==> config.mk <==
export PLATFORM = sky130hd
export DESIGN_NAME = prediction_sequencer
export DESIGN_NICKNAME = d
export VERILOG_FILES = /design/src/rtl/nn_pkg.sv /design/src/rtl/argmax_accum.sv /design/src/rtl/prediction_sequencer.sv
export SDC_FILE = /design/constraint.sdc
export NUM_CORES = 1
export LEC_CHECK = 0
export CAP_MARGIN = 0
export CELL_PAD_IN_SITES_DETAIL_PLACEMENT = 0
export CELL_PAD_IN_SITES_GLOBAL_PLACEMENT = 1
export CORE_UTILIZATION = 30
export DETAILED_ROUTE_END_ITERATION = 12
export GPL_ROUTABILITY_DRIVEN = 0
export PLACE_DENSITY = 0.72
export SLEW_MARGIN = 20
export SYNTH_ARGS = -nofsm -noshare
export SYNTH_HDL_FRONTEND = slang
export SYNTH_SLANG_ARGS = --single-unit
export TNS_END_PERCENT = 30
==> constraint.sdc <==
create_clock -name clk -period 2.9 [get_ports clk]
set_clock_uncertainty 0.1 [all_clocks]
set_input_delay 0.58 -clock clk [delete_from_list [all_inputs] [get_ports clk]]
set_output_delay 0.58 -clock clk [all_outputs]
set_load 0.01 [all_outputs]
==> src/rtl/nn_pkg.sv <==
// Shared types and helpers for the output-layer argmax sequencer.
package nn_pkg;

   localparam int DIGIT_W = 4;

   typedef enum logic [1:0] {
      IDLE   = 2'd0,
      ACCUM  = 2'd1,
      RESULT = 2'd2
   } state_e;

   function automatic logic [31:0] most_neg(input int res);
      most_neg = 32'd1 << (res - 1);
   endfunction

endpackage

==> src/rtl/argmax_accum.sv <==
// Running signed maximum and its index; ties go to the later sample.
module argmax_accum
   import nn_pkg::*;
#(
   parameter int resolution = 8
) (
   input  logic                          clk,
   input  logic                          rst_n,
   input  logic                          load_i,
   input  logic                          en_i,
   input  logic signed [resolution-1:0]  data_i,
   input  logic [DIGIT_W-1:0]            idx_i,
   output logic signed [resolution-1:0]  max_nxt_o,
   output logic [DIGIT_W-1:0]            idx_nxt_o
);

   typedef logic signed [resolution-1:0] act_t;

   localparam act_t MNEG = act_t'(most_neg(resolution));

   act_t               max_q, max_d;
   logic [DIGIT_W-1:0] idx_q, idx_d;
   logic               take;

   assign take = en_i && (data_i >= max_q);

   always_comb begin
      max_d = max_q;
      idx_d = idx_q;
      if (load_i) begin
         max_d = MNEG;
         idx_d = '0;
      end else if (take) begin
         max_d = data_i;
         idx_d = idx_i;
      end
   end

   // The caller captures the result in the same cycle as the last sample.
   assign max_nxt_o = max_d;
   assign idx_nxt_o = idx_d;

   always_ff @(posedge clk or negedge rst_n) begin
      if (!rst_n) begin
         max_q <= MNEG;
         idx_q <= '0;
      end else begin
         max_q <= max_d;
         idx_q <= idx_d;
      end
   end

endmodule

==> src/rtl/prediction_sequencer.sv <==
// Streams output-layer activations, reports argmax digit via valid/ready.
module prediction_sequencer
   import nn_pkg::*;
#(
   parameter int neuron_number = 10,
   parameter int resolution    = 8
) (
   input  logic                          clk,
   input  logic                          rst_n,
   input  logic                          start,
   input  logic                          abort,
   input  logic                          act_valid,
   input  logic signed [resolution-1:0]  act_data,
   output logic                          act_ready,
   output logic                          result_valid,
   input  logic                          result_ready,
   output logic [DIGIT_W-1:0]            predicted_digit,
   output logic signed [resolution-1:0]  max_activation,
   output logic                          busy
);

   if (neuron_number < 2 || neuron_number > 16) begin : g_bad_n
      $error("neuron_number must be within 2..16");
   end

   localparam logic [DIGIT_W-1:0] LAST = DIGIT_W'(neuron_number - 1);

   state_e                        state_q, state_d;
   logic [DIGIT_W-1:0]            count_q, count_d;
   logic [DIGIT_W-1:0]            digit_q, digit_d;
   logic signed [resolution-1:0]  maxact_q, maxact_d;
   logic                          load, accept;
   logic signed [resolution-1:0]  max_nxt;
   logic [DIGIT_W-1:0]            idx_nxt;

   argmax_accum #(
      .resolution (resolution)
   ) u_accum (
      .clk       (clk),
      .rst_n     (rst_n),
      .load_i    (load),
      .en_i      (accept),
      .data_i    (act_data),
      .idx_i     (count_q),
      .max_nxt_o (max_nxt),
      .idx_nxt_o (idx_nxt)
   );

   always_comb begin
      state_d  = state_q;
      count_d  = count_q;
      digit_d  = digit_q;
      maxact_d = maxact_q;
      load     = 1'b0;
      accept   = 1'b0;
      // Abort outranks every other request in the same cycle.
      if (abort) begin
         state_d = IDLE;
         count_d = '0;
         load    = 1'b1;
      end else begin
         unique case (state_q)
            IDLE: begin
               if (start) begin
                  load    = 1'b1;
                  count_d = '0;
                  state_d = ACCUM;
               end
            end
            ACCUM: begin
               if (act_valid) begin
                  accept  = 1'b1;
                  count_d = count_q + 1'b1;
                  if (count_q == LAST) begin
                     digit_d  = idx_nxt;
                     maxact_d = max_nxt;
                     state_d  = RESULT;
                  end
               end
            end
            RESULT: begin
               if (result_ready) state_d = IDLE;
            end
            default: state_d = IDLE;
         endcase
      end
   end

   assign act_ready       = (state_q == ACCUM);
   assign result_valid    = (state_q == RESULT);
   assign busy            = (state_q != IDLE);
   assign predicted_digit = digit_q;
   assign max_activation  = maxact_q;

   always_ff @(posedge clk or negedge rst_n) begin
      if (!rst_n) begin
         state_q  <= IDLE;
         count_q  <= '0;
         digit_q  <= '0;
         maxact_q <= '0;
      end else begin
         state_q  <= state_d;
         count_q  <= count_d;
         digit_q  <= digit_d;
         maxact_q <= maxact_d;
      end
   end

endmodule

Word level (Yosys, flattened, before mapping)
Cells that the tools add are included.
{"block": "op_classes", "n_addsub": 1, "order_cmp": 1, "eq_ne": 7, "mux": 20, "n_bitwise": 1, "reduce_logical": 7}
{"op": "4-bit two-way mux", "n": 5}
{"op": "8-bit two-way mux", "n": 2}
{"op": "2-bit two-way mux", "n": 5}
{"op": "8-bit >= comparator", "n": 1}
{"op": "4-bit one-hot mux with 2 select lines", "n": 1}
{"op": "4-bit AND reduction", "n": 2}
{"op": "1-bit two-way mux", "n": 6}
{"op": "3-bit by 2-bit inequality test with 1-bit output (second input constant)", "n": 2}
{"op": "3-bit inequality test (second input constant)", "n": 2}
{"op": "2-bit one-hot mux with 3 select lines", "n": 1}
{"op": "4-bit by 1-bit adder with 4-bit output (second input constant)", "n": 1}
{"op": "4-bit equality test (second input constant)", "n": 1}
{"op": "3-bit AND reduction", "n": 1}
{"op": "3-bit nonzero test", "n": 1}
{"op": "2-bit by 1-bit equality test with 1-bit output (second input constant)", "n": 1}
{"op": "2-bit equality test (second input constant)", "n": 1}
{"op": "2-bit zero test", "n": 1}
{"op": "2-bit nonzero test", "n": 1}
{"op": "1-bit logical AND", "n": 1}
{"op": "1-bit inverter", "n": 1}
{"block": "word_totals", "regBits": 30, "output_inout_bits": 15}

Depth between registers and ports, before layout
{"block": "depth", "ltp_word": 6, "ltp_mapped": 8, "depth_no_buf": 7}

Hierarchy
A second synthesis with hierarchy kept.
{"block": "unflattened", "hier_cells": 146, "hier_area_um2": 1645.3}
{"module": "prediction_sequencer", "n_inst": 1, "cells_per_inst": 66, "area_each_um2": 852.1, "seq_area_each_um2": 450.4}
{"module": "argmax_accum", "n_inst": 1, "cells_per_inst": 80, "area_each_um2": 793.3, "seq_area_each_um2": 301.5}

Least setup slack after synthesis
OpenSTA, ideal clock, no wires.
{"block": "synth_timing", "path_kind": "input -> register", "from": "input port act_data[7]", "to": "register u_accum.max_q[2]", "t_arrival_ps": 2123, "path_slack_ps": 600, "path_stages": 7, "cell_sequence": "ha_1 -> or3b_1 -> a222oi_1 -> o21a_2 -> buf_6 -> o21ai_1 -> a21oi_2"}
{"block": "synth_between", "elab_chain_len": 4}
{"element": "start, declared", "line": "prediction_sequencer.sv:13", "source": "input logic signed [resolution-1:0] act_data,"}
{"element": "8-bit >= comparator", "line": "argmax_accum.sv:25", "source": "assign take = en_i && (data_i >= max_q);"}
{"element": "1-bit logical AND", "line": "argmax_accum.sv:25"}
{"element": "8-bit two-way mux", "line": "argmax_accum.sv:33", "source": "end else if (take) begin"}
{"element": "8-bit two-way mux", "line": "argmax_accum.sv:30", "source": "if (load_i) begin"}
{"element": "net max_nxt[2]", "line": "prediction_sequencer.sv:33", "source": "logic signed [resolution-1:0] max_nxt;"}
{"element": "end signal, assigned", "line": "argmax_accum.sv:48", "source": "max_q <= max_d;"}
{"element": "end, declared", "line": "argmax_accum.sv:21", "source": "act_t max_q, max_d;"}
The timed path passes the listed nets, and every way through them passes these cells.
A chain may end at the register's enable or synchronous reset.

Final worst setup path
{"block": "layout_timing", "from": "input port act_data[7]", "to": "register u_accum.max_q[6]"}
The elaborated chain is that of the path after synthesis.

==> qor.yml <==
status: "finished clean"
synth.distinct_cells: 36
post_cts_resized: 0
routedWlPerCell_um: 12.1
synth_nets: 193
dp.cells: 272
clock.fmax_ghz: 0.374
power.density_mw_per_mm2: 411
area_growth_pct: 30.6
io-pin-count: 29
crit_path_end_kind: "flip-flop"
instances_no_fill: 280
cts_sinks: 30
fin_nets: 233
grtUsageMet3_pct: 4.43
die_w_um: 76.3
yosys.area_share.simple_pct: 14.9
synth-seq-area-share_pct: 45.4
track_usage_pct: 13.0
crit_family: "buffers and inverters"
die_y_um: 76.3
fillCellCount: 526
drive_gt1_share_pct: 17.1
syn_avg_cell_area_um2: 9.81
fin_hold_ws_ps: 380
dp_hpwl_um: 2480
synth_ff_type: "dfrtp_1"
final_common_cell: "dfrtp_1"
synth_xor_area_share_pct: 1.06
cts_root_buf: "clkbuf_8"
coreArea_mm2: 0.00520
grt_pass1_vias: 1306
synth_warnings: 0
htree_levels: 2
path_class: "in2reg"
cts_tree: "yes"
worstSetupStartpoint: "act_data[7]"
drt_iter0_markers: 46
fp-row-count: 26
slowest_delay_ps: 420
synth_edf_count: 0
io_buffers: 28
path_cells: "clkdlybuf4s50_1, ha_1, or3b_1, a222oi_1, buf_4, o21a_2, buf_4, o21ai_1, a21oi_2"
peakVddDrop_mv: 0.148
floorplan.initialDensity_pct: 31.9
crit_slowest_cell: "clkdlybuf4s50_1"
routed_wl_um: 3400
use_met1_pct: 16.8
post-route-drc-count: 0
syn_area_mm2: 0.00166
routed_via_density: 4.66
grt_max_degree: 31
finalPower_mw: 0.891
grt_overflow: 0
ys_ff_latch: 30
crit_arrival_ps: 2770
synth_cells: 169
drt_pass1_iterations: 4
critPathMaxFanout: 9
use_met2_pct: 20.4
max_cap_viol_count: 0
cts_hold_buf: 0
synth_top_family_by_area: "compound AO/OA/AOI/OAI gates"
antenna_cells: 0
via_count: 1305
tightest_slew_ps: 653
cts_made_buffers: 5
required_ps: 3000
final_cell_mix: "dfrtp_1 (29), clkdlybuf4s50_1 (28), o21ai_1 (18), nand2_1 (15), buf_4 (14)"
drv_slew: 0
ant_nets: 0
reg2reg_from: "u_accum.max_q[7]"
synth_compound_area_share_pct: 17.8
worst_path_most_repeated_cell: "buf_4"
rsz0062_at_grt: "no"
cp-start-kind: "primary input"
hold_class: "reg2reg"
post_cts_buffers: 0
antenna_found_initial: 0
crit_buf_inv: 3
grt-busiest-layer: "met2"
cts_buffer_depth: 2
setup_viol: 0
clock_latency_ps: 280
grt_pass1_wl_um: 6000
hold_start: "predicted_digit[1]"
hold_viol_final: 0
dieArea_mm2: 0.00583
finalCriticalPeriod_ps: 2670
muxShareOfSynthArea_pct: 7.25
path_clk_slew_ps: 60
slew_headroom_pct: 56.5
fin_crit_sh_pct: 92.1
p_leak_nw: 0.947
async_flop_share_pct: 100
synthAdderAreaFrac_pct: 7.55
==> metrics by stage <==
step	util (%)	TNS (ps)	setup WS (ps)	instance area [µm²]
finish	41.6	0	229	2170
global route	41.6	0	83.6	2170
CTS	41.6	0	229	2170
detailed placement	39.9	-252	-56.8	2070
global placement	39.9	-280	-53.6	2070
floorplan	-	0	600	1660
==> metal layers <==
metal / up-vias / routed length, µm
met5: - / 0
met4: 0 / 41
met3: 6 / 155
met2: 22 / 1510
met1: 611 / 1690
li1: 666 / -
==> logic make-up after synthesis <==
group           after synthesis
compound gates               45
mux                          12
simple gates                 49
fa+ha+maj                    10
flops                        30
xor+xnor                      2
buf+inv                      21
==> report_power, final <==
part	total (mW)	internal [mW]	leakage [nW]	switching (mW)
clock	0.347	0.191	0.0482	0.156
combinational	0.116	0.0557	0.485	0.0605
sequential	0.428	0.423	0.413	0.00493
total	0.891	0.669	0.947	0.221
==> final timing paths <==
kind / to / slack, ps / depth (start not counted)
max: u_accum.max_q[6] / 230 / 9
min: predicted_digit[1] / 380 / 2
max reg2reg: u_accum.max_q[6] / 370 / 9
min reg2reg: predicted_digit[1] / 380 / 2
max in group asynchronous: u_accum.max_q[7] / 1790 / 2
min in group asynchronous: max_activation[1] / 580 / 2
==> cell type report <==
| cell class | count | area, µm² | share of cell area [%] |
|---|---|---|---|
| Clock buffer | 7 | 86.3 | 3.99 |
| Clock inverter | 1 | 5.00 | 0.231 |
| Tap cell | 70 | 87.6 | 4.04 |
| Sequential cell | 30 | 752 | 34.7 |
| Timing Repair Buffer | 42 | 385 | 17.8 |
| Inverter | 12 | 45.0 | 2.08 |
| Multi-Input combinational cell | 118 | 805 | 37.1 |
==> flip-flops by register name (all words and copies together), names as in the netlist <==
signal,count
count_q,4
state_q,2
predicted_digit,4
max_activation,8
u_accum.idx_q,4
u_accum.max_q,8
==> cell usage after synthesis (all sizes together), types with 2 or more instances <==
| cell | n | area (µm²) |
|---|---|---|
| a21o | 3 | 22.5 |
| a21oi | 12 | 93.8 |
| buf | 7 | 48.8 |
| clkbuf | 2 | 7.51 |
| dfrtp | 29 | 726 |
| ha | 10 | 125 |
| inv | 12 | 45.0 |
| mux2i | 12 | 120 |
| nand2 | 15 | 56.3 |
| nand2b | 2 | 12.5 |
| nand3 | 12 | 60.1 |
| nand3b | 2 | 15.0 |
| nor2 | 7 | 26.3 |
| nor2b | 3 | 18.8 |
| nor3 | 2 | 10.0 |
| o21ai | 24 | 128 |
| xor2 | 2 | 17.5 |
==> worst register-to-register path: cells and delay by family (launching register included) <==
kind | cells | cell delay (ps)
and+or+nand+nor | 1 | 350
buffers and inverters | 3 | 410
DFF | 1 | 560
AOI/OAI and AO/OA | 4 | 750
adders and majority gates | 1 | 280
No activity file was read; power rests on OpenSTA's default activity.
